### src/rtl/pipe_ctrl_pkg.sv
// pipe_ctrl_pkg: shared state encoding, stall lengths and default sizes
// for the 4-stage pipeline controller.
package pipe_ctrl_pkg;
    typedef enum logic [1:0] {INIT = 2'd0, RUN = 2'd1, STALL = 2'd2} pipeState_t;
    localparam int REG_AW_DEF = 6;
    localparam int INIT_CYCLES_DEF = 3;
    localparam logic [1:0] STALL_EX = 2'd2;
    localparam logic [1:0] STALL_WB = 2'd1;
endpackage

### src/rtl/pipeline_controller_hazard.sv
// hazard_compare: flags when a register-writing older instruction targets
// a source register actually read by the ID-stage instruction.
module hazard_compare
    import pipe_ctrl_pkg::*;
#(
    parameter int AW = REG_AW_DEF
) (
    input  logic [AW-1:0] rs,
    input  logic [AW-1:0] rt,
    input  logic          rsUsed,
    input  logic          rtUsed,
    input  logic [AW-1:0] rd,
    input  logic          regWrt,
    output logic          hit
);
    assign hit = regWrt && ((rsUsed && rs == rd) || (rtUsed && rt == rd));
endmodule

### src/rtl/pipeline_controller.sv
// pipeline_controller: PC/buffer enables and flushes for IF-ID-EX-WB, with RAW stalls,
// WB redirect squash and post-reset clear. Define PIPE_PERF_EN for performance counters.
module pipeline_controller
    import pipe_ctrl_pkg::*;
#(
    parameter int REG_AW      = REG_AW_DEF,
    parameter int INIT_CYCLES = INIT_CYCLES_DEF,
    parameter bit WB_BYPASS   = 1'b0
) (
    input  logic              clock,
    input  logic              reset,
    input  logic [REG_AW-1:0] id_rs,
    input  logic [REG_AW-1:0] id_rt,
    input  logic              id_rs_used,
    input  logic              id_rt_used,
    input  logic [REG_AW-1:0] ex_rd,
    input  logic              ex_regwrt,
    input  logic [REG_AW-1:0] wb_rd,
    input  logic              wb_regwrt,
    input  logic              wb_redirect,
    output logic              pc_en,
    output logic              ifid_en,
    output logic              ifid_flush,
    output logic              idex_flush,
    output logic              exwb_flush,
`ifdef PIPE_PERF_EN
    output logic [31:0]       stall_cycles,
    output logic [31:0]       flush_events,
    output logic [31:0]       bubble_cycles,
`endif
    output logic              stalled
);
    localparam int ICW = (INIT_CYCLES > 1) ? $clog2(INIT_CYCLES) : 1;
    localparam logic [1:0] sInit  = INIT;
    localparam logic [1:0] sRun   = RUN;
    localparam logic [1:0] sStall = STALL;

    logic [1:0]     state, nextState;
    logic [ICW-1:0] initCnt, nextInitCnt;
    logic [1:0]     stallCnt, nextStallCnt;
    logic           exHit, wbHit, hazEx, hazWb, inInit, inRun, inStall, redirect;

    hazard_compare #(.AW(REG_AW)) exCmp (
        .rs(id_rs), .rt(id_rt), .rsUsed(id_rs_used), .rtUsed(id_rt_used),
        .rd(ex_rd), .regWrt(ex_regwrt), .hit(exHit)
    );
    hazard_compare #(.AW(REG_AW)) wbCmp (
        .rs(id_rs), .rt(id_rt), .rsUsed(id_rs_used), .rtUsed(id_rt_used),
        .rd(wb_rd), .regWrt(wb_regwrt), .hit(wbHit)
    );

    // A write-before-read register file already sees the WB result in ID.
    assign hazEx = exHit;
    assign hazWb = WB_BYPASS ? 1'b0 : wbHit;

    always_comb begin
        inInit       = state == sInit;
        inRun        = state == sRun;
        inStall      = state == sStall;
        redirect     = wb_redirect && !inInit;
        pc_en        = redirect || (inRun && !hazEx && !hazWb);
        ifid_en      = redirect || (inRun && !hazEx && !hazWb);
        ifid_flush   = inInit || redirect;
        exwb_flush   = inInit || redirect;
        idex_flush   = inInit || redirect || inStall || (inRun && (hazEx || hazWb));
        stalled      = inStall && !redirect;
        nextState    = state;
        nextInitCnt  = initCnt;
        nextStallCnt = stallCnt;
        if (inInit) begin
            nextState   = (initCnt == '0) ? sRun : sInit;
            nextInitCnt = (initCnt == '0) ? initCnt : initCnt - 1'b1;
        end else if (redirect) begin
            nextState    = sRun;
            nextStallCnt = 2'd0;
        end else if (inRun && hazEx) begin
            nextState    = sStall;
            nextStallCnt = STALL_EX;
        end else if (inRun && hazWb) begin
            nextState    = sStall;
            nextStallCnt = STALL_WB;
        end else if (inStall) begin
            nextState    = (stallCnt <= 2'd1) ? sRun : sStall;
            nextStallCnt = (stallCnt <= 2'd1) ? 2'd0 : stallCnt - 2'd1;
        end else if (!inRun) begin
            nextState = sInit;
        end
    end

    always_ff @(posedge clock or posedge reset) begin
        if (reset) begin
            state    <= sInit;
            initCnt  <= ICW'(INIT_CYCLES - 1);
            stallCnt <= 2'd0;
        end else begin
            state    <= nextState;
            initCnt  <= nextInitCnt;
            stallCnt <= nextStallCnt;
        end
    end

`ifdef PIPE_PERF_EN
    always_ff @(posedge clock or posedge reset) begin
        if (reset) begin
            stall_cycles  <= 32'd0;
            flush_events  <= 32'd0;
            bubble_cycles <= 32'd0;
        end else begin
            stall_cycles  <= stall_cycles + 32'(stalled);
            flush_events  <= flush_events + 32'(redirect);
            bubble_cycles <= bubble_cycles + 32'(idex_flush && !inInit);
        end
    end
`endif
endmodule
### config.mk
export PLATFORM = sky130hd
export DESIGN_NAME = pipeline_controller
export DESIGN_NICKNAME = d
export VERILOG_FILES = /design/src/rtl/pipe_ctrl_pkg.sv /design/src/rtl/pipeline_controller_hazard.sv /design/src/rtl/pipeline_controller.sv
export SDC_FILE = /design/constraint.sdc
export NUM_CORES = 1
export LEC_CHECK = 0
export CAP_MARGIN = 20
export CORE_UTILIZATION = 42
export CTS_BUF_LIST = sky130_fd_sc_hd__clkbuf_16
export DETAILED_ROUTE_END_ITERATION = 7
export GPL_TIMING_DRIVEN = 0
export PLACE_DENSITY = 0.88
export SLEW_MARGIN = 10
export SYNTH_ARGS = -nofsm -noshare
export SYNTH_HDL_FRONTEND = slang
export SYNTH_SLANG_ARGS = --single-unit
### constraint.sdc
create_clock -name clock -period 3.4 [get_ports clock]
set_input_delay 1.02 -clock clock [delete_from_list [all_inputs] [get_ports clock]]
set_output_delay 1.02 -clock clock [all_outputs]
set_load 0.02 [all_outputs]
==> results of run 1 <==
==> area by class of cell <==
| type | instances | area, um2 |
|---|---|---|
| Sequential cell | 6 | 151 |
| Fill cell | 60 | 156 |
| Inverter | 5 | 18.8 |
| Clock buffer | 3 | 75.1 |
| Timing Repair Buffer | 53 | 449 |
| Multi-Input combinational cell | 71 | 637 |
| Tap cell | 16 | 20.0 |
| Buffer | 5 | 30.0 |
| Clock inverter | 1 | 3.75 |
==> repair_timing <==
action	CTS	global route
hold buffers	0	0
gates resized for setup	79	45
pin swaps	19	26
buffers inserted	15	4
setup endpoints to repair	3	6
==> kinds of logic after synthesis <==
| logic type | after synthesis | share of synthesized area [%] |
|---|---|---|
| simple gates | 26 | 21.3 |
| xor+xnor | 25 | 30.9 |
| compound gates | 18 | 16.6 |
| buf+inv | 10 | 6.70 |
| flops | 6 | 21.3 |
| mux | 1 | 1.41 |
| fa+ha+maj | 1 | 1.76 |
==> power groups by stage <==
stage / Combinational, W / Sequential, W / Clock [W]
floorplan: 0.0000552 / 0.0000750 / 0
global placement: 0.000113 / 0.0000751 / 0
detailed placement: 0.000116 / 0.0000752 / 0
CTS: 0.000117 / 0.0000744 / 0.000197
global route: 0.000148 / 0.0000749 / 0.000203
finish: 0.000140 / 0.0000750 / 0.000199
==> worst max-delay path: cells and delay by family <==
kind	cells	cell delay (ns)
AND/OR/NAND/NOR	3	0.73
buffers and inverters	3	0.42
XOR/XNOR	1	0.17
AO/OA/AOI/OAI	1	0.15
==> routing by layer <==
layer  vias to the layer above  part of all wire (%)  global-route usage [%]
met5                         -                     0                       0
met4                         0                   5.7                    18.8
met3                        21                   8.0                    6.38
met2                        67                    52                    54.6
met1                       451                    34                    27.4
li1                        418                     -                       -
==> state kept, by name, summed over array words and instances (netlist names) <==
name / count
state: 2
initCnt: 2
stallCnt: 2
==> placed cells by master (no fill, tap or decap), types with 2 or more instances in the layout <==
cell type,n
nand3_1,2
nand4_1,5
xor2_1,3
clkdlybuf4s50_1,6
o21ai_0,4
xor2_2,3
a21oi_1,3
xnor2_2,7
clkbuf_2,7
inv_1,6
buf_4,18
buf_6,8
clkdlybuf4s15_1,5
dlygate4sd2_1,5
dfrtp_1,5
nand2_1,4
o211ai_1,2
buf_2,7
buf_8,2
nor4_4,2
nor2_1,7
clkbuf_16,3
xnor2_1,11
==> through the flow <==
step / power [W] / instances
floorplan: 0.000130 / 87
global placement: 0.000188 / 138
detailed placement: 0.000191 / 138
CTS: 0.000388 / 157
global route: 0.000425 / 160
finish: 0.000414 / 160
==> worst max-delay path by stage <==
| stage | endpoint | slack [ns] |
|---|---|---|
| floorplan | pc_en | 0.31 |
| global placement | pc_en | -0.67 |
| detailed placement | pc_en | -0.74 |
| CTS | pc_en | 0.0003 |
| global route | idex_flush | -0.14 |
| finish | idex_flush | -0.11 |
==> key figures, run 1 <==
Clock network
  • Clock Tree Root: clkbuf_16
  • Clock latency on the worst-skew pair: 0.23 ns
  • CTS tree: yes
  • Worst-path clk slew: 0.03 ns
  • TritonCTS Sinks: 6
  • Htree depth: 1
  • Clock Tree Buf Depth: 2
  • TritonCTS Buffers: 3

Routing
  • DRC viols: 0
  • DRT iter0 DRCs: 25
  • DR WL/cell: 18.4 um
  • Total wire length: 2.95 mm
  • Router iterations before antenna repair: 4
  • Post-route ant nets: 0
  • Via count: 957
  • Via density: 5.98

Worst hold path
  • HP Start: initCnt[1]
  • Hold Path Depth: 2
  • HP Class: reg -> reg
  • Worst Hold End: initCnt[1]

Pwr
  • Power per Cell Area: 299 nW/um2
  • Gate power share: 33.9%
  • Lkg Pwr: 0.603 nW
  • Sequential share of power: 18.1%
  • Clk pwr share: 48.0%
  • Power Internal: 0.000298 W
  • Sw frac: 28.0%
  • Switching Power: 0.000116 W
  • Maximum VDD drop: 0.000226 V

Placement
  • DP Area: 1080 um2
  • GPL Wtd Cong: 0.843
  • Port bufs: 35
  • Dpl ws: -0.736 ns
  • Dpl hpwl: 1.55 mm

Synth
  • Mean Syn Cell Area: 8.15 um2
  • Ys Warns: 0
  • Cells after synthesis: 87
  • Mapped Area: 709 um2
  • Synth top cells by count: xnor2_1 (19), nor2_1 (7), xor2_1 (6)
  • Post-synth top area cell: xnor2_1
  • Sequential-to-total area share from yosys stat: 21.3%
  • Count leader, synth: xnor2_1
  • Distinct cells, synth: 31
  • Asr flop ratio synth: 100%
  • Post-Syn Nets: 119
  • EDFF count, synth: 0
  • Synth top area share: 23.5%
  • Synth Flop Type: dfrtp_1
  • Synthesized flop and latch total: 6
  • Largest cells by area after synthesis: xnor2_1 (23%), dfrtp_1 (18%), xor2_1 (7.4%), nand4_1 (4.4%), dfstp_2 (3.7%)

Layout
  • Antenna diode count: 0
  • Fin util: 89.9%
  • Fraction of layout cells with a size suffix above 1: 44.4%
  • Final Cell Area: 1390 um2
  • Synth-to-layout area growth: 95.2%
  • NumNets Final: 177

STA
  • Min Tclk post-route: 3.51 ns
  • Worst setup margin: -0.115 ns
  • Clk_skew: 0.00359 ns
  • Hold Vio Cnt, Final: 0
  • RSZ-0062 raised after global routing: yes
  • Final worst path period share: 103%
  • TNS Setup: -0.198 ns
  • Setup violators final: 3
  • Worst hold slack: 0.502 ns
  • Max Slew Vio Count: 0
  • Least-Margin Pin Slew: 0.361 ns
  • Fmax: 285 MHz
  • Max-slew headroom: 75.6%

Status
  • Status: finished, violations left
  • Failing checks: negative setup slack

Worst setup path
  • Reg2reg setup slack: 1.88 ns
  • Crit Path Class: in -> out
  • R2R cell count: 6
  • CP startpoint kind: primary input
  • CP Cell Sequence: buf_6 -> xnor2_2 -> nand4_1 -> nor4_4 -> buf_4 -> o211ai_1 -> nand4_1 -> buf_6
  • CP max stage cell: nor4_4
  • CP endpoint kind: primary output
  • Worst path required time: 2.38 ns
  • CP max FO: 2
  • Arrival time at the worst endpoint: 2.49 ns
  • RR Startpoint: state[1]
  • Worst setup path startpoint: wb_rd[4]
  • Reg2reg end: stallCnt[0]
  • Max stage delay on crit path: 0.39 ns

Die
  • Die Span Y: 43.1 um
  • Die area: 1860 um2
  • I/O pin count: 37
  • Die X: 43.1 um
  • Row Count: 14
  • Core Box Area: 1540 um2
  • Initial Util: 46.0%

GRT
  • Gr ovfl total: 0
  • First-pass GRT wire length: 3.92 mm
  • Initial antenna violation count: 0
  • GRT Util Overall: 29.1%
  • Largest net degree at the start of global routing: 11
  • Vias in the first global route: 928

Job
  • Max-capacitance violation count: 0
(Power assumes the default switching activity.)
==> inputs of run 2 (changes only) <==
==> constraint.sdc (replaced) <==
create_clock -name clock -period 4.1 [get_ports clock]
set_input_delay 1.23 -clock clock [delete_from_list [all_inputs] [get_ports clock]]
set_output_delay 1.23 -clock clock [all_outputs]
set_load 0.02 [all_outputs]
==> run 2 against run 1 <==
  * The flow now finishes without violations
  * Clock skew is 0.00073 ns higher
  * Largest power group unchanged
  * Non-clock buffer count is 14 lower
  * Routed wire length is 30% lower
  * Cell area is 8.1% lower
  * First-iteration DRC count is 40% lower
  * Highest routed layer unchanged
  * Worst setup slack better by 0.17 ns
  * Worst hold slack worse by 0.0027 ns
==> key figures, run 2 (synthesized netlist as in run 1, its figures left out) <==
GRT
  • GRT Util Overall: 23.0% (-6.1 points)
  • Initial antenna violation count: 0 (unchanged)
  • Largest net degree at the start of global routing: 11 (unchanged)
  • Vias in the first global route: 813 (-12%)
  • Gr ovfl total: 0 (unchanged)
  • First-pass GRT wire length: 3.07 mm (-22%)

Die
  • I/O pin count: 37 (unchanged)
  • Die Span Y: 43.1 um (unchanged)
  • Initial Util: 46.0% (unchanged)
  • Row Count: 14 (unchanged)
  • Die area: 1860 um2 (unchanged)
  • Die X: 43.1 um (unchanged)
  • Core Box Area: 1540 um2 (unchanged)

Worst setup path
  • Worst path required time: 2.87 ns (+0.49 ns)
  • Reg2reg end: stallCnt[0]
  • CP max FO: 2 (unchanged)
  • CP startpoint kind: primary input
  • Arrival time at the worst endpoint: 2.82 ns (+0.33 ns)
  • R2R cell count: 6 (unchanged)
  • RR Startpoint: state[1]
  • Crit Path Class: in -> out
  • CP endpoint kind: primary output
  • Reg2reg setup slack: 2.67 ns (+0.79 ns)

Routing
  • Post-route ant nets: 0 (unchanged)
  • Router iterations before antenna repair: 4 (unchanged)
  • Via count: 826 (-14%)
  • Via density: 5.66 (-5.4%)
  • Total wire length: 2.06 mm (-30%)
  • DRC viols: 0 (unchanged)
  • DRT iter0 DRCs: 15 (-40%)
  • DR WL/cell: 14.1 um (-23%)

Clock network
  • CTS tree: yes
  • TritonCTS Sinks: 6 (unchanged)
  • Htree depth: 1 (unchanged)
  • Worst-path clk slew: 0.03 ns (about the same)
  • TritonCTS Buffers: 3 (unchanged)
  • CTS Hold Bufs: 0 (unchanged)
  • Clock latency on the worst-skew pair: 0.23 ns (about the same)
  • Clock Tree Buf Depth: 2 (unchanged)
  • Clock Tree Root: clkbuf_16

Layout
  • Register area: 151 um2 (unchanged)
  • Area occupied by multi-input gates: 591 um2 (-7.3%)
  • Final Cell Area: 1270 um2 (-8.1%)
  • Antenna diode count: 0 (unchanged)
  • # fillers: 91 (+52%)
  • NumNets Final: 163 (-7.9%)
  • Non-Filler Instances: 146 (-8.8%)
  • Synth-to-layout area growth: 79.4%
  • Most frequent cells in the layout: xnor2_1 (15), clkdlybuf4s50_1 (15), dlygate4sd2_1 (8), dlymetal6s2s_1 (8)
  • Fraction of layout cells with a size suffix above 1: 21.5% (-23 points)
  • Top flop regs: initCnt: 2 flops, stallCnt: 2 flops, state: 2 flops

Job
  • Max-capacitance violation count: 0 (unchanged)

STA
  • Hold Vio Cnt, Final: 0 (unchanged)
  • Least-Margin Pin Slew: 0.352 ns (-0.00865 ns)
  • Clk_skew: 0.00432 ns (+0.000729 ns)
  • Min Tclk post-route: 4.05 ns
  • Max Slew Vio Count: 0 (unchanged)
  • TNS Setup: 0 ns (+0.198 ns)
  • Max-slew headroom: 76.5% (+0.90 points)
  • Setup violators final: 0 (-3)
  • Fmax: 247 MHz
  • Final worst path period share: 98.7%

Placement
  • GPL Wtd Cong: 0.843 (unchanged)
  • Port bufs: 35 (unchanged)
  • DP Area: 1080 um2 (unchanged)
  • Dpl hpwl: 1.55 mm (unchanged)
  • Dpl cells: 138 (unchanged)

Pwr
  • Maximum VDD drop: 0.000162 V (-28%)
  • Lkg Pwr: 0.568 nW (-5.9%)
  • Power per Cell Area: 257 nW/um2 (-14%)

Worst hold path
  • HP Start: initCnt[1]
  • Hold Path Depth: 2 (unchanged)
  • HP Class: reg -> reg
  • Worst Hold End: initCnt[1]

Status
  • Status: finished, final reports clean
-- run 2: cell count changes in the layout (fill, tap and decap cells not counted), moves of 4 or more --
cell,change
clkdlybuf4s15_1,-4
clkdlybuf4s50_1,+9
xnor2_1,+4
buf_4,-11
dlymetal6s2s_1,+8
buf_2,-4
buf_6,-8
clkbuf_2,-7
-- run 2: worst max path at each step --
stage | slack (ns) | from | end
after global placement | -0.39 | id_rt[5] | pc_en
after CTS | 0.002 | ex_rd[4] | pc_en
after global routing | -0.04 | ex_rd[0] | pc_en
after floorplan | 0.59 | wb_rd[3] | pc_en
final | 0.05 | wb_rd[0] | pc_en
after detailed placement | -0.46 | wb_rd[5] | pc_en
-- run 2: final cells by class --
| class | count | share of cell area (%) |
|---|---|---|
| Timing Repair Buffer | 39 | 30.2 |
| Buffer | 5 | 2.26 |
| Clock inverter | 1 | 0.295 |
| Clock buffer | 3 | 5.90 |
| Sequential cell | 6 | 11.9 |
| Inverter | 5 | 1.47 |
| Tap cell | 16 | 1.57 |
| Multi-Input combinational cell | 71 | 46.4 |
-- run 2: report_power, final --
part	switching, W	internal [W]	leakage [nW]
Combinational	0.0000492	0.0000535	0.449
Sequential	0.000000809	0.0000610	0.0763
Clock	0.0000359	0.000127	0.0423
-- run 2: per-layer routing --
metal | routed length (um) | GRT usage [%] | up-vias
li1 | - | - | 391
met1 | 722 | 19.6 | 379
met2 | 1100 | 43.3 | 43
met3 | 127 | 5.11 | 13
met4 | 114 | 19.4 | 0
met5 | 0 | 0 | -
-- run 2: what timing repair did --
item	in CTS	in global routing
gates cloned	0	0
setup buffers	2	2
pin swaps	7	15
resized for setup	25	16
setup endpoints to repair	3	3
-- run 2: worst max-delay path, cell delays in order --
cell           delay [ns]
dlygate4sd2_1        0.28
xnor2_2              0.19
nand4_1              0.17
nor4_4               0.34
o21ai_2              0.09
a31o_1               0.24
buf_4                0.13
buf_2                0.15
-- run 2: per-stage QoR --
step	total power (W)	worst slack (ns)	utilization, %	hold slack [ns]
floorplan	0.000108	0.594	-	0.481
global placement	0.000156	-0.394	70.0	0.493
detailed placement	0.000159	-0.456	70.0	0.496
CTS	0.000322	0.00191	77.2	0.500
global route	0.000338	-0.0388	82.5	0.545
finish	0.000327	0.0518	82.5	0.499
==> inputs of run 3 (changes only) <==
--- a/config.mk
+++ b/config.mk
@@ -11,6 +11,7 @@
 export DETAILED_ROUTE_END_ITERATION = 7
 export GPL_TIMING_DRIVEN = 0
 export PLACE_DENSITY = 0.88
+export RECOVER_POWER = 25
 export SLEW_MARGIN = 10
 export SYNTH_ARGS = -nofsm -noshare
 export SYNTH_HDL_FRONTEND = slang
==> run 3 against run 2 <==
  * Worst setup slack stayed put
  * Flip-flop and latch count stayed put
  * Sequential share of layout area hardly changed
  * Maximum frequency stayed put
  * Largest power group unchanged
==> key figures, run 3 (synthesized netlist as in run 1, its figures left out) <==
Clock network
  • CTS tree: yes
  • TritonCTS Sinks: 6 (unchanged)
  • Clock Tree Root: clkbuf_16
  • Clock Tree Buf Depth: 2 (unchanged)
  • TritonCTS Buffers: 3 (unchanged)
  • Worst-path clk slew: 0.03 ns (about the same)
  • CTS Hold Bufs: 0 (unchanged)
  • Clock latency on the worst-skew pair: 0.23 ns (about the same)
  • Htree depth: 1 (unchanged)

GRT
  • GRT Util Overall: 23.0% (unchanged)
  • Gr ovfl total: 0 (unchanged)
  • Initial antenna violation count: 0 (unchanged)
  • Vias in the first global route: 813 (unchanged)
  • First-pass GRT wire length: 3.07 mm (unchanged)
  • Largest net degree at the start of global routing: 11 (unchanged)

Routing
  • Post-route ant nets: 0 (unchanged)
  • Via count: 826 (unchanged)
  • Router iterations before antenna repair: 4 (unchanged)
  • DRT iter0 DRCs: 15 (unchanged)
  • DRC viols: 0 (unchanged)
  • DR WL/cell: 14.1 um (-0.29%)
  • Total wire length: 2.05 mm (-0.29%)
  • Via density: 5.66 (unchanged)

Placement
  • GPL Wtd Cong: 0.843 (unchanged)
  • Dpl cells: 138 (unchanged)
  • Dpl ws: -0.456 ns (unchanged)
  • Port bufs: 35 (unchanged)
  • Dpl hpwl: 1.55 mm (unchanged)

Worst setup path
  • CP Cell Sequence: dlygate4sd2_1 -> xnor2_2 -> nand4_1 -> nor4_4 -> o21ai_2 -> a31o_1 -> buf_4 -> buf_2
  • CP max FO: 2 (unchanged)
  • CP startpoint kind: primary input
  • Crit Path Class: in -> out
  • Buffers & Inverters on Critical Path: 3 (unchanged)
  • CP endpoint kind: primary output
  • CP max stage cell: nor4_4
  • Arrival time at the worst endpoint: 2.82 ns (about the same)
  • Max stage delay on crit path: 0.34 ns (about the same)
  • Worst path required time: 2.87 ns (about the same)
  • CP top delay family: buffers and inverters

Layout
  • Synth-to-layout area growth: 78.7%
  • Top flop regs: initCnt: 2 flops, stallCnt: 2 flops, state: 2 flops
  • Most common cell after layout, fill and taps aside: xnor2_1
  • Register area: 151 um2 (unchanged)
  • Fraction of layout cells with a size suffix above 1: 20.0% (-1.5 points)
  • Antenna diode count: 0 (unchanged)
  • # fillers: 92 (+1.1%)
  • NumNets Final: 163 (unchanged)
  • Area occupied by multi-input gates: 586 um2 (-0.85%)
  • Non-Filler Instances: 146 (unchanged)
  • Most frequent cells in the layout: xnor2_1 (15), clkdlybuf4s50_1 (14), dlygate4sd2_1 (8), dlymetal6s2s_1 (8)

Die
  • Core Box Area: 1540 um2 (unchanged)
  • Row Count: 14 (unchanged)
  • Die X: 43.1 um (unchanged)
  • Die area: 1860 um2 (unchanged)
  • I/O pin count: 37 (unchanged)
  • Initial Util: 46.0% (unchanged)
  • Die Span Y: 43.1 um (unchanged)

STA
  • Clk_skew: 0.00405 ns (-0.000262 ns)
  • Min Tclk post-route: 4.05 ns (unchanged)
  • Max Slew Vio Count: 0 (unchanged)
  • Setup violators final: 0 (unchanged)
  • Worst setup margin: 0.0518 ns (unchanged)
  • Least-Margin Pin Slew: 0.448 ns (+0.0961 ns)
  • Fmax: 247 MHz (unchanged)
  • Final worst path period share: 98.7% (unchanged)
  • Hold Vio Cnt, Final: 0 (unchanged)
  • Max-slew headroom: 69.9% (-6.6 points)

Status
  • Status: finished, final reports clean

Pwr
  • Lkg Pwr: 0.567 nW (-0.12%)
  • Power per Cell Area: 257 nW/um2 (+0.14%)
  • Maximum VDD drop: 0.000161 V (-0.37%)

Job
  • Max-capacitance violation count: 0 (unchanged)

Worst hold path
  • HP Class: reg -> reg
## run 3: final cells by class
type	count	share of cell area (%)
Buffer	5	2.27
Clock buffer	3	5.92
Multi-Input combinational cell	71	46.2
Clock inverter	1	0.296
Tap cell	16	1.58
Timing Repair Buffer	39	30.3
Inverter	5	1.48
Sequential cell	6	11.9
## run 3: final timing paths
kind / startpoint / end / cells past startpoint / slack [ns]
hold reg to reg: initCnt[1] / initCnt[1] / 2 / 0.51
setup reg to reg: initCnt[1] / state[0] / 5 / 2.58
setup / recovery: wb_rd[0] / pc_en / 8 / 0.05
max in group asynchronous: reset / initCnt[1] / 2 / 2.48
hold / removal: initCnt[1] / initCnt[1] / 2 / 0.51
min in group asynchronous: reset / initCnt[0] / 2 / 1.36
## run 3: worst reg2reg max path: cells and delay by family (launching register included)
kind                     cells  cell delay [ns]
AO/OA/AOI/OAI                1             0.21
adder cells (fa/ha/maj)      1             0.17
AND/OR/NAND/NOR              2             0.47
flip-flops                   1             0.51
buffers and inverters        1             0.04
## run 3: per-layer routing
metal	wire length [um]	part of all wire [%]	track usage, %	vias to the layer above
met5	0	0	0	-
met4	114	5.6	19.4	0
met3	130	6.3	5.11	13
met2	1100	53	43.3	43
met1	714	35	19.6	378
li1	-	-	-	392
## run 3: through the flow
step                      power, W  hold WS [ns]  area [um2]  TNS [ns]  utilization (%)
final                     0.000326         0.507        1270         0             82.2
after global routing      0.000337         0.562        1270   -0.0521             82.2
after CTS                 0.000322         0.500        1190         0             77.2
after detailed placement  0.000159         0.496        1080     -1.14             70.0
after global placement    0.000156         0.493        1080    -0.965             70.0
after floorplan           0.000108         0.481         709         0                -
## run 3: power by group
part	leakage, nW	internal, W	switching (W)	total, W
sequential	0.0766	0.0000609	0.000000795	0.0000617
combinational	0.448	0.0000533	0.0000490	0.000102
clock	0.0423	0.000127	0.0000356	0.000162
## run 3: repair_timing
item / 4_1_cts / 5_1_grt
buffers inserted: 2 / 2
pin swaps: 7 / 15
resized for setup: 25 / 16
endpoints found under the hold margin: 0 / 0
setup endpoints to repair: 3 / 3
